## src/rtl/gpu_pkg.sv

```systemverilog
// Shared GPU definitions: sprite attribute layout, blank-tile marker and the
// sprite scheduler state encoding.
package gpu_pkg;

   localparam logic [15:0] SPRITE_BLANK = 16'hFFFF;

   localparam int TILE_LSB = 32;
   localparam int X_LSB    = 16;
   localparam int Y_LSB    = 0;

   typedef enum logic [1:0] {
      IDLE  = 2'd0,
      SCAN  = 2'd1,
      DRAIN = 2'd2
   } scan_state_t;

endpackage

```

## src/rtl/sprite_row_test.sv

```systemverilog
// Combinational row coverage test: does a sprite starting at row y cover line?
// Modular distance makes sprites straddling the top edge (y near 16'hFFFF) work.
module sprite_row_test
   import gpu_pkg::*;
#(
   parameter int SPRITE_H = 16
) (
   input  logic [15:0] line,
   input  logic [15:0] y,
   input  logic [15:0] tile,
   output logic        hit,
   output logic [7:0]  yoff
);

   logic [15:0] d;

   always_comb begin
      d    = line - y;
      hit  = (tile != SPRITE_BLANK) && (d < 16'(SPRITE_H));
      yoff = d[7:0];
   end

endmodule

```

## src/rtl/sprite_line_scheduler.sv

```systemverilog
// Scans sprite attribute RAM for the next scanline and stages up to SLOTS hits
// in a shadow slot set, committed to the active slot outputs on swap.
//
// state | meaning
// IDLE  | waiting for start; shadow holds the last completed scan
// SCAN  | issuing one attribute read per cycle, evaluating returned entries
// DRAIN | evaluating the final returned entry, then done
module sprite_line_scheduler
   import gpu_pkg::*;
#(
   parameter int SPRITES  = 64,
   parameter int SLOTS    = 8,
   parameter int SPRITE_H = 16
) (
   input  logic                       gpu_clk,
   input  logic                       rst_n,
   input  logic                       start,
   input  logic [15:0]                next_line,
   input  logic                       swap,
   output logic                       attr_rd_en,
   output logic [$clog2(SPRITES)-1:0] attr_addr,
   input  logic [47:0]                attr_data,
   output logic                       busy,
   output logic                       done,
   output logic                       overflow,
   output logic                       late,
   output logic [SLOTS-1:0]           slot_valid,
   output logic [16*SLOTS-1:0]        slot_tile,
   output logic [16*SLOTS-1:0]        slot_x,
   output logic [8*SLOTS-1:0]         slot_yoff
);

   localparam int AW = $clog2(SPRITES);
   localparam int CW = $clog2(SLOTS + 1);
   localparam int SW = $clog2(SLOTS);

   scan_state_t state, state_next;

   logic [AW-1:0] idx;
   logic [CW-1:0] count;
   logic [15:0]   line;
   logic          pipe_v;
   logic          shadow_ready;
   logic          hit;
   logic [7:0]    yoff;

   logic [SLOTS-1:0] sh_valid;
   logic [15:0]      sh_tile [SLOTS];
   logic [15:0]      sh_x    [SLOTS];
   logic [7:0]       sh_yoff [SLOTS];
   logic [15:0]      act_tile [SLOTS];
   logic [15:0]      act_x    [SLOTS];
   logic [7:0]       act_yoff [SLOTS];

   sprite_row_test #(.SPRITE_H(SPRITE_H)) u_row_test (
      .line (line),
      .y    (attr_data[Y_LSB +: 16]),
      .tile (attr_data[TILE_LSB +: 16]),
      .hit  (hit),
      .yoff (yoff)
   );

   always_ff @(posedge gpu_clk) begin
      if (!rst_n) state <= IDLE;
      else        state <= state_next;
   end

   always_comb begin
      state_next = state;
      if (start) begin
         state_next = SCAN;
      end else begin
         case (state)
            SCAN:    if (idx == AW'(SPRITES - 1)) state_next = DRAIN;
            DRAIN:   state_next = IDLE;
            default: state_next = state;
         endcase
      end
   end

   assign attr_rd_en = (state == SCAN);
   assign attr_addr  = idx;
   assign busy       = (state != IDLE);

   always_ff @(posedge gpu_clk) begin
      if (!rst_n) begin
         idx          <= '0;
         count        <= '0;
         line         <= '0;
         pipe_v       <= 1'b0;
         shadow_ready <= 1'b0;
         done         <= 1'b0;
         overflow     <= 1'b0;
         late         <= 1'b0;
         sh_valid     <= '0;
         slot_valid   <= '0;
         for (int k = 0; k < SLOTS; k++) begin
            sh_tile[k]  <= '0;
            sh_x[k]     <= '0;
            sh_yoff[k]  <= '0;
            act_tile[k] <= '0;
            act_x[k]    <= '0;
            act_yoff[k] <= '0;
         end
      end else begin
         done   <= 1'b0;
         late   <= 1'b0;
         pipe_v <= (state == SCAN);
         if (state == SCAN) idx <= idx + 1'b1;

         if (pipe_v && hit) begin
            if (count < CW'(SLOTS)) begin
               sh_valid[count[SW-1:0]] <= 1'b1;
               sh_tile[count[SW-1:0]]  <= attr_data[TILE_LSB +: 16];
               sh_x[count[SW-1:0]]     <= attr_data[X_LSB +: 16];
               sh_yoff[count[SW-1:0]]  <= yoff;
               count                   <= count + 1'b1;
            end else begin
               overflow <= 1'b1;
            end
         end

         // Swap sees the pre-edge shadow; the DRAIN and start updates below win.
         if (swap) begin
            if (shadow_ready) begin
               slot_valid   <= sh_valid;
               act_tile     <= sh_tile;
               act_x        <= sh_x;
               act_yoff     <= sh_yoff;
               shadow_ready <= 1'b0;
            end else begin
               slot_valid <= '0;
               late       <= 1'b1;
            end
         end

         if (state == DRAIN) begin
            done         <= 1'b1;
            shadow_ready <= 1'b1;
         end

         if (start) begin
            idx          <= '0;
            count        <= '0;
            line         <= next_line;
            pipe_v       <= 1'b0;
            sh_valid     <= '0;
            shadow_ready <= 1'b0;
            overflow     <= 1'b0;
            done         <= 1'b0;
         end
      end
   end

   always_comb begin
      slot_tile = '0;
      slot_x    = '0;
      slot_yoff = '0;
      for (int k = 0; k < SLOTS; k++) begin
         slot_tile[16*k +: 16] = act_tile[k];
         slot_x[16*k +: 16]    = act_x[k];
         slot_yoff[8*k +: 8]   = act_yoff[k];
      end
   end

endmodule

```

## config.mk

```make
export PLATFORM = sky130hd
export DESIGN_NAME = sprite_line_scheduler
export DESIGN_NICKNAME = d
export VERILOG_FILES = /design/src/rtl/gpu_pkg.sv /design/src/rtl/sprite_row_test.sv /design/src/rtl/sprite_line_scheduler.sv
export SDC_FILE = /design/constraint.sdc
export NUM_CORES = 1
export LEC_CHECK = 0
export ABC_AREA = 0
export CORE_MARGIN = 5
export CORE_UTILIZATION = 29
export CTS_CLUSTER_DIAMETER = 100
export DETAILED_ROUTE_END_ITERATION = 16
export SLEW_MARGIN = 20
export SYNTH_ARGS = -nofsm -noshare
export SYNTH_HDL_FRONTEND = slang
export SYNTH_SLANG_ARGS = --single-unit
```

## constraint.sdc

```tcl
create_clock -name gpu_clk -period 3.7 [get_ports gpu_clk]
set_input_delay 0.555 -clock gpu_clk [delete_from_list [all_inputs] [get_ports gpu_clk]]
set_output_delay 0.555 -clock gpu_clk [all_outputs]
set_load 0.03 [all_outputs]
```

-- Word level (Yosys, flattened, before mapping)
Index checks and enable logic that the tools add are counted.
- flip-flop bits (word level): 689
- bits of input ports: 68
- output and inout bits: 339
- $add $sub $neg: 3
- order comparisons: 6
- eq/ne operators: 6
- muxes and demuxes: 17
- bitwise logic cells: 4
- reductions and logical operators: 15
- operators with widths (cell ; number):
    $bwmux 128 ; 2
    $bwmux 64 ; 1
    $demux 16 s3 ; 1
    $demux 8 s3 ; 1
    $lt 16x5->1 const B ; 1
    $mux 16 ; 1
    $mux 8 ; 2
    $ne 16x16->1 const B ; 1
    $sub 16x16->16 ; 1
    $reduce_and 2->1 ; 6
    $or 8x8->8 ; 1
    $add 6x1->6 const B ; 1
    $eq 6x6->1 const B ; 1
    $mux 1 ; 6
    $reduce_bool 2->1 ; 3
    $add 4x1->4 const B ; 1
    $ge 4x4->1 const B ; 1
    $logic_and 1x1->1 ; 4
    $lt 3x4->1 const B ; 1
    $lt 4x1->1 const B ; 1
    $lt 4x4->1 const B ; 1
    $not 3->4 ; 1
    $pmux 2 s2 ; 1
    $demux 1 s3 ; 1
    9 further kinds ; 10

-- Longest topological paths before layout
- depth in word-level cells: 6
- mapped depth: 13
- depth with buffers taken out: 11

-- Hierarchy
A second synthesis with hierarchy kept.
- cell total of the unflattened synthesis: 2793
- area total of the unflattened synthesis: 25776.0 um2
- modules (own cells, without submodules) (module ; times used ; cells each ; area each (um2) ; seq. area each (um2)):
    sprite_line_scheduler ; 1 ; 2658 ; 24853.8 ; 13793.2
    sprite_row_test ; 1 ; 135 ; 922.1 ; 0.0

-- Worst setup path before layout
Ideal clock, no wire load.
- kind: input to register
- start point: input port attr_data[0]
- end point: register sh_yoff[12] (netlist name)
- data arrival time: 3.010 ns
- data required time: 3.585 ns
- slack: 0.575 ns
- cell stages on the path: 11
- buffers on the path: 2
- path through: ha_1 fa_1 nand2b_1 a21oi_1 nor2_1 or4_1 nor4_2 buf_6 nand4_4 buf_4 and3_1
- cells in the longest elaborated chain, start to end: 5
- elaborated cells on any way between the ends: 6
- classes of those cells: add/sub: 1; order compare: 1; mux: 1; reduce/logical: 3
- ends and longest elaborated chain (what ; line ; source):
    start: declaration ; sprite_line_scheduler.sv:22 ; input logic [47:0] attr_data,
    $sub 16x16->16 * ; sprite_row_test.sv:18 ; d = line - y;
    $lt 16x5->1 ; sprite_row_test.sv:19 ; hit = (tile != SPRITE_BLANK) && (d < 16'(SPRITE_H));
    $logic_and 1x1->1 ; sprite_row_test.sv:19 ;
    $logic_and 1x1->1 ; sprite_line_scheduler.sv:111 ; if (pipe_v && hit) begin
    $reduce_and 2->1 (no line) ; - ;
    end signal: indexed assignment ; sprite_line_scheduler.sv:116 ; sh_yoff[count[SW-1:0]] <= yoff;
    end: declaration ; sprite_line_scheduler.sv:50 ; logic [7:0] sh_yoff [SLOTS];
Mark *: on every way between the ends. The rest lies on a longest branch, timed or not.
A chain may end at the register's enable or synchronous reset.

-- Worst setup path after layout
- start point: input port attr_data[3]
- end point: register sh_tile[102] (netlist name)
- cells in the longest elaborated chain, start to end: 5
- ends and longest elaborated chain (what ; line ; source):
    $sub 16x16->16 ; sprite_row_test.sv:18 ;
    $lt 16x5->1 ; sprite_row_test.sv:19 ;
    $logic_and 1x1->1 ; sprite_row_test.sv:19 ;
    $logic_and 1x1->1 ; sprite_line_scheduler.sv:111 ;
    $reduce_and 2->1 (no line) ; - ;
    end signal: indexed assignment ; sprite_line_scheduler.sv:114 ; sh_tile[count[SW-1:0]] <= attr_data[TILE_LSB +: 16];
    end: declaration ; sprite_line_scheduler.sv:48 ; logic [15:0] sh_tile [SLOTS];
No other way between the ends.

==> flow_metrics.tcl <==
set metrics [dict create \
    hold_depth 2 \
    outcome "finished, final reports clean" \
    synth_top_area_frac 0.535 \
    cp_max_fo 16 \
    hp-class "primary input to flip-flop" \
    grt_pass1_wl_um 119000 \
    via_count 19800 \
    final.period_utilization 0.888 \
    ctsHoldBuffers 0 \
    power.switching_mw 3.56 \
    synthToLayoutAreaGrowth_pct 31.8 \
    seq_area_mm2 0.0138 \
    cp_data_arrival_time_ns 3.73 \
    syn_inst 2759 \
    drc 0 \
    hold_viol 0 \
    clkTransAtPathRegs_ns 0.06 \
    final_max_slew_viol_count 0 \
    root_buffer "clkbuf_16" \
    initial_core_util 0.292 \
    period_needed_ns 3.29 \
    synth_area_mm2 0.0258 \
    synth_edf_count 0 \
    mostFrequentLayoutCells "nand2_1, dfxtp_1, clkdlybuf4s50_1" \
    overflow 0 \
    grt_pass1_vias 19100 \
    r2r_cells 15 \
    num-fill-cells 8869 \
    ys_ff_latch 689 \
    nets 3221 \
    synth_ff_type "dfxtp_1" \
    path_common_cell "buf_4" \
    p_comb_frac 0.041 \
    cellLeakagePower_nw 13.5 \
    finClkSkew_ns 0.0168 \
    synth.distinct_cells 57 \
    seqPwrFrac 0.465 \
    fin_area_mm2 0.0340 \
    antenna_found_initial 3 \
    maxSlewHeadroom 0.362 \
    start_kind "primary input" \
    swShare 0.223 \
    syn_area_per_cell_um2 9.35 \
    clock_path_buffers 3 \
    end_kind "flip-flop" \
    dp_hpwl_um 52300 \
    routabilityCongestion 0.822 \
    cpPeakStageDelay_ns 0.46 \
    dpl_cell_area_mm2 0.0313 \
    cts_sinks 689 \
    fp.dieW_um 308 \
    row_count 109 \
    final_common_cell "nand2_1" \
    ys_async_sr_fraction 0 \
    wire_per_inst_um 18.2 \
    postRouteAntennaNets 0 \
    ys_top_cells_by_area "dfxtp_1, nand2_1, mux2i_1" \
    drtIter0Drc 1225 \
    slowest_stage "clkdlybuf4s50_1" \
    grt_use_total 0.161 \
    synth_top_cell_by_area "dfxtp_1" \
    cap_violations 0 \
    post_cts_buffers 0 \
    die_y_um 308 \
    ir_drop_uv 277 \
    multi_input_area_mm2 0.0109 \
    grt_max_degree 214 \
    yosysWarnings 0 \
    drive_gt1_frac 0.0699 \
    clockPowerShare 0.493 \
    setup_viol 0 \
    portBuffers 406 \
    synth-seq-area-share 0.535 \
    routed_via_density 4.54 \
    routed_wl_um 79100 \
    numCtsBuffers 79 \
    cts_tree "built" \
    crit_type "primary input to flip-flop" \
    postCtsResizedCells 0 \
    drtPass1Iterations 5 \
    finalSetupTns_ns 0 \
    core_area_mm2 0.0884 \
    power_density_mw_per_mm2 470 \
    rsz0062_at_grt "false" \
    required_ns 4.14 \
    insertion_delay_ns 0.61 \
    syn-num-nets 2845 \
    max_freq_mhz 304 \
    boundaryPins 407 \
    cts_htree_levels 3 \
    die-area_mm2 0.0950 \
    path_cells "clkdlybuf4s50_1 > inv_1 > ha_1 > o21ai_0 > a21oi_1 > buf_4 > o31ai_1 > a31o_2 > nand4b_1 > nor4_4 > buf_12 > buf_4 > nand4_4 > buf_4 > mux2i_1" \
    p_int_mw 12.4 \
    worstMarginPinSlew_ns 0.956 \
]
[path summary, 6_finish.rpt]
kind,slack (ns),endpoint,from
min reg2reg,0.45,sh_valid[1],sh_valid[1]
max reg2reg,0.47,sh_tile[102],line[0]
min,0.42,slot_yoff[63],rst_n
max,0.41,sh_tile[102],attr_data[3]
[state kept, by name, indices dropped and copies added, names as in the netlist, 16 cells and up]
signal     flops
sh_yoff       64
sh_tile      128
slot_x       128
slot_yoff     64
line          16
slot_tile    128
sh_x         128
[through the flow]
step	utilization	hold slack [ns]	instances	total power, mW	setup WS, ns
after floorplan	-	0.425	2759	7.95	0.575
after global placement	0.355	0.435	4219	8.28	-0.208
after detailed placement	0.355	0.441	4219	8.27	-0.186
after CTS	0.384	0.409	4354	16.2	0.426
after global routing	0.385	0.446	4356	16.6	0.252
final	0.385	0.423	4356	16.0	0.415
[layout make-up]
| type | count | share of cell area |
|---|---|---|
| Antenna cell | 2 | 0.000147 |
| Clock buffer | 113 | 0.0673 |
| Clock inverter | 22 | 0.0101 |
| Inverter | 29 | 0.00320 |
| Multi-Input combinational cell | 1843 | 0.321 |
| Sequential cell | 689 | 0.406 |
| Tap cell | 1165 | 0.0429 |
| Timing Repair Buffer | 493 | 0.149 |
[per-layer routing]
metal,track usage,part of all wire,vias to the layer above
li1,-,-,9807
met1,0.214,0.44,9407
met2,0.271,0.48,465
met3,0.0307,0.057,98
met4,0.0405,0.020,0
met5,0,0,-
[critical path: cells and delay by family]
| family | cells | cell delay, ns |
|---|---|---|
| adders and majority gates | 1 | 0.36 |
| muxes | 1 | 0.16 |
| and+or+nand+nor | 3 | 0.61 |
| buffers and inverters | 6 | 1.20 |
| AOI/OAI and AO/OA | 4 | 0.81 |
[synth_stat cells (7+ instances only)]
cell type,count
a21boi_0,321
a21oi_1,21
a22oi_1,7
and3_1,31
buf_6,31
clkbuf_1,157
dfxtp_1,689
ha_1,17
inv_1,28
mux2i_1,308
nand2_1,980
nand2b_1,9
nand3_1,7
nand4_1,11
nand4_4,7
nor2_1,19
nor2b_1,28
[cell families after synthesis]
group | share of synthesized area
DFF | 0.535
AOI/OAI and AO/OA | 0.111
xor gates and xnor gates | 0.00306
muxes | 0.120
and+or+nand+nor | 0.179
buffers and inverters | 0.0428
adders and majority gates | 0.00903
[power groups by stage]
stage | Sequential [mW] | Combinational, mW | Clock, mW
4_1_cts | 7.44 | 0.673 | 8.14
5_1_grt | 7.44 | 0.714 | 8.44
6_report | 7.44 | 0.662 | 7.88
3_3_place_gp | 7.60 | 0.673 | 0
2_1_floorplan | 7.60 | 0.345 | 0
3_5_place_dp | 7.60 | 0.671 | 0
Power figures use the tool's default switching activity.
